$ cat config.mk
export PLATFORM = sky130hd
export DESIGN_NAME = hs_event_bridge_flat
export DESIGN_NICKNAME = d
export VERILOG_FILES = /design/src/rtl/hs_bridge_pkg.sv /design/src/rtl/hs_event_bridge_if.sv /design/src/rtl/hs_edge_det.sv /design/src/rtl/hs_event_bridge.sv /design/src/flat_wrapper.sv
export SDC_FILE = /design/constraint.sdc
export NUM_CORES = 1
export LEC_CHECK = 0
export CORE_MARGIN = 1
export CORE_UTILIZATION = 45
export CTS_BUF_LIST = sky130_fd_sc_hd__clkbuf_16
export CTS_CLUSTER_SIZE = 40
export DETAILED_ROUTE_END_ITERATION = 7
export HOLD_SLACK_MARGIN = 0.02
export PLACE_DENSITY = 0.77
export SYNTH_ARGS = -nofsm -noshare
export SYNTH_HDL_FRONTEND = slang
export SYNTH_SLANG_ARGS = --single-unit
$ cat constraint.sdc
create_clock -name clk -period 4 [get_ports clk]
set_input_delay 0.8 -clock clk [delete_from_list [all_inputs] [get_ports clk]]
set_output_delay 0.8 -clock clk [all_outputs]
set_load 0.005 [all_outputs]
$ cat src/rtl/hs_bridge_pkg.sv
// Shared types for the 4-phase event bridge: channel phase encoding and
// the error-source codes reported on err_src.
package hs_bridge_pkg;

  typedef enum logic [1:0] {
    IDLE = 2'd0,
    REQ  = 2'd1,
    ACK  = 2'd2,
    RTZ  = 2'd3
  } phase_t;

  typedef logic [1:0] err_src_t;

  localparam err_src_t ERR_NONE  = 2'd0;
  localparam err_src_t ERR_IN    = 2'd1;
  localparam err_src_t ERR_OUT   = 2'd2;
  localparam err_src_t ERR_CLASH = 2'd3;

  // ao is high from the accepted Ao_PLUS until the accepted Ao_MINUS
  function automatic logic ao_level(input phase_t s);
    return (s == ACK) || (s == RTZ);
  endfunction

  // ro is high from the accepted Ro_PLUS until the accepted Ro_MINUS
  function automatic logic ro_level(input phase_t s);
    return (s == REQ) || (s == ACK);
  endfunction

endpackage

$ cat src/rtl/hs_event_bridge_if.sv
// Handshake levels, MSFSM event pulses and error status of hs_event_bridge.
// slave = bridge side, master = environment/controller side.
interface hs_event_bridge_if;
  logic       ri;
  logic       ao;
  logic       ro;
  logic       ai;
  logic       Ri_PLUS;
  logic       Ri_MINUS;
  logic       Ai_PLUS;
  logic       Ai_MINUS;
  logic       Ro_PLUS;
  logic       Ro_MINUS;
  logic       Ao_PLUS;
  logic       Ao_MINUS;
  logic       err;
  logic [1:0] err_src;

  modport slave (
    input  ri, ai, Ro_PLUS, Ro_MINUS, Ao_PLUS, Ao_MINUS,
    output ao, ro, Ri_PLUS, Ri_MINUS, Ai_PLUS, Ai_MINUS, err, err_src
  );

  modport master (
    output ri, ai, Ro_PLUS, Ro_MINUS, Ao_PLUS, Ao_MINUS,
    input  ao, ro, Ri_PLUS, Ri_MINUS, Ai_PLUS, Ai_MINUS, err, err_src
  );
endinterface

$ cat src/rtl/hs_edge_det.sv
// Level edge detector with registered rise/fall pulses. With HS_BRIDGE_SYNC_EN
// defined the level first passes a 2-flop synchronizer.
module hs_edge_det (
  input  logic clk,
  input  logic reset,
  input  logic level,
  output logic rise_det,
  output logic fall_det,
  output logic rise_pulse,
  output logic fall_pulse
);

  logic level_s;
  logic hist;

`ifdef HS_BRIDGE_SYNC_EN
  logic [1:0] sync_q;

  always_ff @(posedge clk) begin
    if (reset) sync_q <= '0;
    else       sync_q <= {sync_q[0], level};
  end

  assign level_s = sync_q[1];
`else
  assign level_s = level;
`endif

  // detection feeds the phase FSM on the same edge the pulse is registered
  assign rise_det = level_s & ~hist;
  assign fall_det = ~level_s & hist;

  always_ff @(posedge clk) begin
    if (reset) begin
      hist       <= 1'b0;
      rise_pulse <= 1'b0;
      fall_pulse <= 1'b0;
    end else begin
      hist       <= level_s;
      rise_pulse <= rise_det;
      fall_pulse <= fall_det;
    end
  end

endmodule

$ cat src/rtl/hs_event_bridge.sv
// Bridges 4-phase ri/ao and ro/ai handshakes to MSFSM event pulses and
// flags protocol violations. HS_BRIDGE_SYNC_EN adds input synchronizers.
module hs_event_bridge
  import hs_bridge_pkg::*;
(
  input  logic             clk,
  input  logic             reset,
  hs_event_bridge_if.slave bus
);

  logic     ri_rise, ri_fall, ai_rise, ai_fall;
  logic     ri_plus_q, ri_minus_q, ai_plus_q, ai_minus_q;
  phase_t   in_state, in_next, out_state, out_next;
  logic     ao_q, ro_q, ao_next, ro_next;
  logic     in_viol, out_viol;
  logic     ao_clash, ro_clash;
  logic     ao_plus, ao_minus, ro_plus, ro_minus;
  logic     err_q;
  err_src_t err_src_q, viol_code;

  hs_edge_det u_ri_det (
    .clk        (clk),
    .reset      (reset),
    .level      (bus.ri),
    .rise_det   (ri_rise),
    .fall_det   (ri_fall),
    .rise_pulse (ri_plus_q),
    .fall_pulse (ri_minus_q)
  );

  hs_edge_det u_ai_det (
    .clk        (clk),
    .reset      (reset),
    .level      (bus.ai),
    .rise_det   (ai_rise),
    .fall_det   (ai_fall),
    .rise_pulse (ai_plus_q),
    .fall_pulse (ai_minus_q)
  );

  // opposing controller events in one cycle cancel each other
  assign ao_clash = bus.Ao_PLUS & bus.Ao_MINUS;
  assign ro_clash = bus.Ro_PLUS & bus.Ro_MINUS;
  assign ao_plus  = bus.Ao_PLUS  & ~ao_clash;
  assign ao_minus = bus.Ao_MINUS & ~ao_clash;
  assign ro_plus  = bus.Ro_PLUS  & ~ro_clash;
  assign ro_minus = bus.Ro_MINUS & ~ro_clash;

  always_ff @(posedge clk) begin
    if (reset) begin
      in_state  <= IDLE;
      out_state <= IDLE;
      ao_q      <= 1'b0;
      ro_q      <= 1'b0;
    end else begin
      in_state  <= in_next;
      out_state <= out_next;
      ao_q      <= ao_next;
      ro_q      <= ro_next;
    end
  end

  // each phase has exactly one legal event; anything else is a violation
  always_comb begin
    in_next = in_state;
    in_viol = 1'b0;
    case (in_state)
      IDLE: begin
        if (ri_rise) in_next = REQ;
        in_viol = ri_fall | ao_plus | ao_minus;
      end
      REQ: begin
        if (ao_plus) in_next = ACK;
        in_viol = ri_rise | ri_fall | ao_minus;
      end
      ACK: begin
        if (ri_fall) in_next = RTZ;
        in_viol = ri_rise | ao_plus | ao_minus;
      end
      RTZ: begin
        if (ao_minus) in_next = IDLE;
        in_viol = ri_rise | ri_fall | ao_plus;
      end
      default: in_next = IDLE;
    endcase
  end

  always_comb begin
    out_next = out_state;
    out_viol = 1'b0;
    case (out_state)
      IDLE: begin
        if (ro_plus) out_next = REQ;
        out_viol = ai_rise | ai_fall | ro_minus;
      end
      REQ: begin
        if (ai_rise) out_next = ACK;
        out_viol = ai_fall | ro_plus | ro_minus;
      end
      ACK: begin
        if (ro_minus) out_next = RTZ;
        out_viol = ai_rise | ai_fall | ro_plus;
      end
      RTZ: begin
        if (ai_fall) out_next = IDLE;
        out_viol = ai_rise | ro_plus | ro_minus;
      end
      default: out_next = IDLE;
    endcase
  end

  always_comb begin
    ao_next   = ao_level(in_next);
    ro_next   = ro_level(out_next);
    viol_code = ERR_NONE;
    if (in_viol)                    viol_code = ERR_IN;
    else if (out_viol)              viol_code = ERR_OUT;
    else if (ao_clash || ro_clash)  viol_code = ERR_CLASH;
  end

  always_ff @(posedge clk) begin
    if (reset) begin
      err_q     <= 1'b0;
      err_src_q <= ERR_NONE;
    end else if (!err_q && (viol_code != ERR_NONE)) begin
      err_q     <= 1'b1;
      err_src_q <= viol_code;
    end
  end

  assign bus.ao       = ao_q;
  assign bus.ro       = ro_q;
  assign bus.Ri_PLUS  = ri_plus_q;
  assign bus.Ri_MINUS = ri_minus_q;
  assign bus.Ai_PLUS  = ai_plus_q;
  assign bus.Ai_MINUS = ai_minus_q;
  assign bus.err      = err_q;
  assign bus.err_src  = err_src_q;

endmodule

$ cat src/flat_wrapper.sv
// flat-port wrapper written by rule: the top's interface ports become plain ports
module hs_event_bridge_flat import hs_bridge_pkg::*;
  (clk, reset, bus_ri, bus_ai, bus_Ro_PLUS, bus_Ro_MINUS, bus_Ao_PLUS, bus_Ao_MINUS, bus_ao, bus_ro, bus_Ri_PLUS, bus_Ri_MINUS, bus_Ai_PLUS, bus_Ai_MINUS, bus_err, bus_err_src);
  hs_event_bridge_if bus_i ();
  input  logic clk;
  input  logic reset;
  input wire logic [$bits(bus_i.ri)-1:0] bus_ri;
  input wire logic [$bits(bus_i.ai)-1:0] bus_ai;
  input wire logic [$bits(bus_i.Ro_PLUS)-1:0] bus_Ro_PLUS;
  input wire logic [$bits(bus_i.Ro_MINUS)-1:0] bus_Ro_MINUS;
  input wire logic [$bits(bus_i.Ao_PLUS)-1:0] bus_Ao_PLUS;
  input wire logic [$bits(bus_i.Ao_MINUS)-1:0] bus_Ao_MINUS;
  output wire logic [$bits(bus_i.ao)-1:0] bus_ao;
  output wire logic [$bits(bus_i.ro)-1:0] bus_ro;
  output wire logic [$bits(bus_i.Ri_PLUS)-1:0] bus_Ri_PLUS;
  output wire logic [$bits(bus_i.Ri_MINUS)-1:0] bus_Ri_MINUS;
  output wire logic [$bits(bus_i.Ai_PLUS)-1:0] bus_Ai_PLUS;
  output wire logic [$bits(bus_i.Ai_MINUS)-1:0] bus_Ai_MINUS;
  output wire logic [$bits(bus_i.err)-1:0] bus_err;
  output wire logic [$bits(bus_i.err_src)-1:0] bus_err_src;
  assign bus_i.ri = bus_ri;
  assign bus_i.ai = bus_ai;
  assign bus_i.Ro_PLUS = bus_Ro_PLUS;
  assign bus_i.Ro_MINUS = bus_Ro_MINUS;
  assign bus_i.Ao_PLUS = bus_Ao_PLUS;
  assign bus_i.Ao_MINUS = bus_Ao_MINUS;
  assign bus_ao = bus_i.ao;
  assign bus_ro = bus_i.ro;
  assign bus_Ri_PLUS = bus_i.Ri_PLUS;
  assign bus_Ri_MINUS = bus_i.Ri_MINUS;
  assign bus_Ai_PLUS = bus_i.Ai_PLUS;
  assign bus_Ai_MINUS = bus_i.Ai_MINUS;
  assign bus_err = bus_i.err;
  assign bus_err_src = bus_i.err_src;
  hs_event_bridge u_core (.clk(clk), .reset(reset), .bus(bus_i));
endmodule
==> flow_summary.yaml <==
floorplan:
  die_h_um: 42.30
  io_pins: 17
  die_x_um: 42.30
  fp-row-count: 14
  start_util_pct: 48.50
  core_um2: 1506
  die_area_um2: 1789
cts:
  cts_buffers: 3
  cts_tree: "done"
  clock_sinks: 15
  cts_root_buf: "clkbuf_16"
  clock_latency_ns: 0.24
  clk_path_buf_depth: 2
  cts.repair.resized: 0
  post_cts_buffers: 0
  hold_buffers: 0
  clkTransAtPathRegs_ns: 0.05
  htree_levels: 1
route:
  drc: 0
  drt_first_iter_violations: 13
  viasPerCell: 5.446
  wire_per_inst_um: 11.57
  drt-pass1-iter-count: 4
  ant_nets: 0
  vias: 610
  wirelength_um: 1296
placement:
  place_congestion: 0.7223
  post-dp-hpwl_um: 903.8
  port_buffers: 16
worst_hold_path:
  hold-path-cell-count: 1
  min_path_type: "flip-flop to flip-flop"
  min_from: "u_core.bus.err_src[1]"
  min_to: "u_core.bus.err_src[1]"
grt:
  gr-total-overflow: 0
  grt_pass1_wl_um: 2297
  use_met3_pct: 3.879
  grtUsageTotal_pct: 17.52
  grtUsageMet2_pct: 27.69
  antenna_found_initial: 0
  first_global_vias: 565
  grt_max_degree: 16
  busiest_layer: "met2"
  use_met1_pct: 21.31
setup_path:
  worstSetupPathType: "primary input to flip-flop"
  worst-r2r-setup-slack_ns: 2.53
  slowest_delay_ns: 0.48
  reg2reg_depth: 5
  crit_fanout: 4
  reg2reg_to: "u_core.bus.err_src[0]"
  reg2reg_from: "u_core.u_ri_det.hist"
  arrival_ns: 2.39
  end_kind: "flip-flop"
  slowest_stage: "clkdlybuf4s50_1"
  cp.required_ns: 4.12
  crit_path_cell_trace: "clkdlybuf4s50_1 -> inv_1 -> ha_1 -> inv_1 -> a221o_1 -> o41ai_2 -> a21oi_1"
  cp_common_cell: "inv_1"
  setup.worst_path.start_class: "primary input"
logic_synthesis:
  ys_seq_area_share_pct: 41.10
  synth_fp_nets: 91
  synth_top_family_by_area: "compound AO/OA/AOI/OAI gates"
  synth_cells: 79
  synth_simple_gate_area_share_pct: 18.84
  yosysWarnings: 0
  synth_xor_area_share_pct: 0
  synthAdderAreaFrac_pct: 6.849
  synth_mux_area_share_pct: 7.192
  synth_compound_area_share_pct: 19.69
  avgSynthCellArea_um2: 9.249
  synth_seq_cells: 15
  synth.distinct_cells: 28
  syn-cell-area_um2: 730.7
pwr:
  vdd_ir_drop_max_uv: 219.1
  power_density_nw_per_um2: 434.7
  leakagePower_nw: 0.3920
final_layout:
  seq_area_um2: 300.3
  syn2layout_area_growth_pct: 32.88
  layout-drive-gt1-share_pct: 6.250
  final_cell_mix: "clkdlybuf4s50_1 (16), dfxtp_1 (15), nor2_1 (9), inv_1 (7), a21oi_1 (7)"
  nets: 109
  multi_input_area_um2: 384.1
  n_fill_cell: 130
  num_antenna_cells: 0
  final_common_cell: "clkdlybuf4s50_1"
timing:
  timing.hold.ws_ns: 0.5380
  tns_ns: 0
  slew_headroom_pct: 65.09
  fin_crit_sh_pct: 56.75
  period_minus_slack_ns: 2.270
  slew_violations: 0
  setup_viol_count_final: 0
  rsz0062_at_grt: "false"
  tightest_slew_ns: 0.5220
  report.final.hold_viol_count: 0
  max_freq_mhz: 440.5
  skew_ns: 0.0004030
flow_run:
  max_cap_viol_count: 0
run_status:
  outcome: "finished clean"
## flip-flops by register name, indices dropped and copies added (netlist names)
name and cells:
u_core.bus.err_src 2, u_core.u_ri_det.fall_pulse 1, u_core.bus.ro 1, u_core.u_ri_det.rise_pulse 1, u_core.in_state 2, u_core.bus.ao 1, u_core.u_ai_det.rise_pulse 1, u_core.u_ai_det.fall_pulse 1
u_core.bus.err 1, u_core.u_ri_det.hist 1, u_core.u_ai_det.hist 1, u_core.out_state 2
## routing by layer
metal  wire, µm  share of wire, %
met1        626                48
met4         34               2.6
met5          0                 0
met2        576                44
met3         58               4.5
## through the flow
stage          area [µm²]  power [W]  util [%]  setup slack, ns  cells
2_1_floorplan       730.7  0.0002085         -            2.057     79
3_3_place_gp        890.9  0.0002329     59.14            1.533    108
4_1_cts             970.9  0.0004269     64.45            1.734    112
5_1_grt             970.9  0.0004441     64.45            1.653    112
6_report            970.9  0.0004221     64.45            1.730    112
3_5_place_dp        890.9  0.0002344     59.14            1.485    108
## final cells by class
| cell class | instances | share of cell area (%) |
|---|---|---|
| clock inverters | 1 | 0.5155 |
| clock buffers | 3 | 7.732 |
| flip-flops and latches | 15 | 30.93 |
| multi-input cells | 54 | 39.56 |
| well taps | 16 | 2.062 |
| repair buffers | 16 | 16.49 |
| inverters | 7 | 2.706 |
## worst max path at each step
stage                     startpoint                    end  slack (ns)  depth (start not counted)
final                         bus_ri  u_core.bus.err_src[0]        1.73                          7
after CTS                     bus_ri  u_core.bus.err_src[0]        1.73                          7
after floorplan               bus_ri  u_core.bus.err_src[0]        2.06                          6
after detailed placement      bus_ri  u_core.bus.err_src[0]        1.49                          7
after global placement        bus_ri  u_core.bus.err_src[0]        1.53                          7
after global routing          bus_ri  u_core.bus.err_src[0]        1.65                          7
## cells by family after synthesis
kind of cell | Yosys count
and+or+nand+nor | 26
AOI/OAI and AO/OA | 20
DFF | 15
buffers and inverters | 10
muxes | 4
adders and majority gates | 4
## synth_stat cells
master / instances / area [µm²]
nor3_1: 1 / 5.000
o21bai_1: 1 / 7.510
a311oi_1: 1 / 8.760
o41ai_2: 1 / 16.27
nand4_1: 1 / 6.260
a21oi_1: 7 / 35.03
nor2b_1: 5 / 31.28
a22o_1: 1 / 8.760
inv_1: 7 / 26.28
nand2_1: 2 / 7.510
and2b_1: 1 / 7.510
and3b_1: 1 / 8.760
o21a_1: 1 / 7.510
dfxtp_1: 15 / 300.3
a211oi_1: 2 / 15.01
nor2_1: 9 / 33.78
a31oi_1: 1 / 6.260
buf_6: 1 / 11.26
nand2b_1: 6 / 37.54
o21ai_0: 2 / 10.01
ha_1: 4 / 50.05
buf_2: 1 / 5.000
a221o_1: 1 / 10.01
clkbuf_1: 1 / 3.750
mux4_2: 1 / 22.52
o311a_1: 1 / 10.01
a221oi_1: 1 / 8.760
mux2i_1: 3 / 30.03
## critical path, delay by kind of cell
kind | cells | cell delay (ns)
AO/OA/AOI/OAI | 3 | 0.73
adder cells (fa/ha/maj) | 1 | 0.28
buffers and inverters | 3 | 0.58
## power by group
group	internal, W	switching [W]	total (W)
Sequential	0.000160	0.0000100	0.000170
Combinational	0.0000357	0.0000264	0.0000621
Clock	0.000133	0.0000567	0.000190
Note: power is estimated with default switching activity, not from simulation.
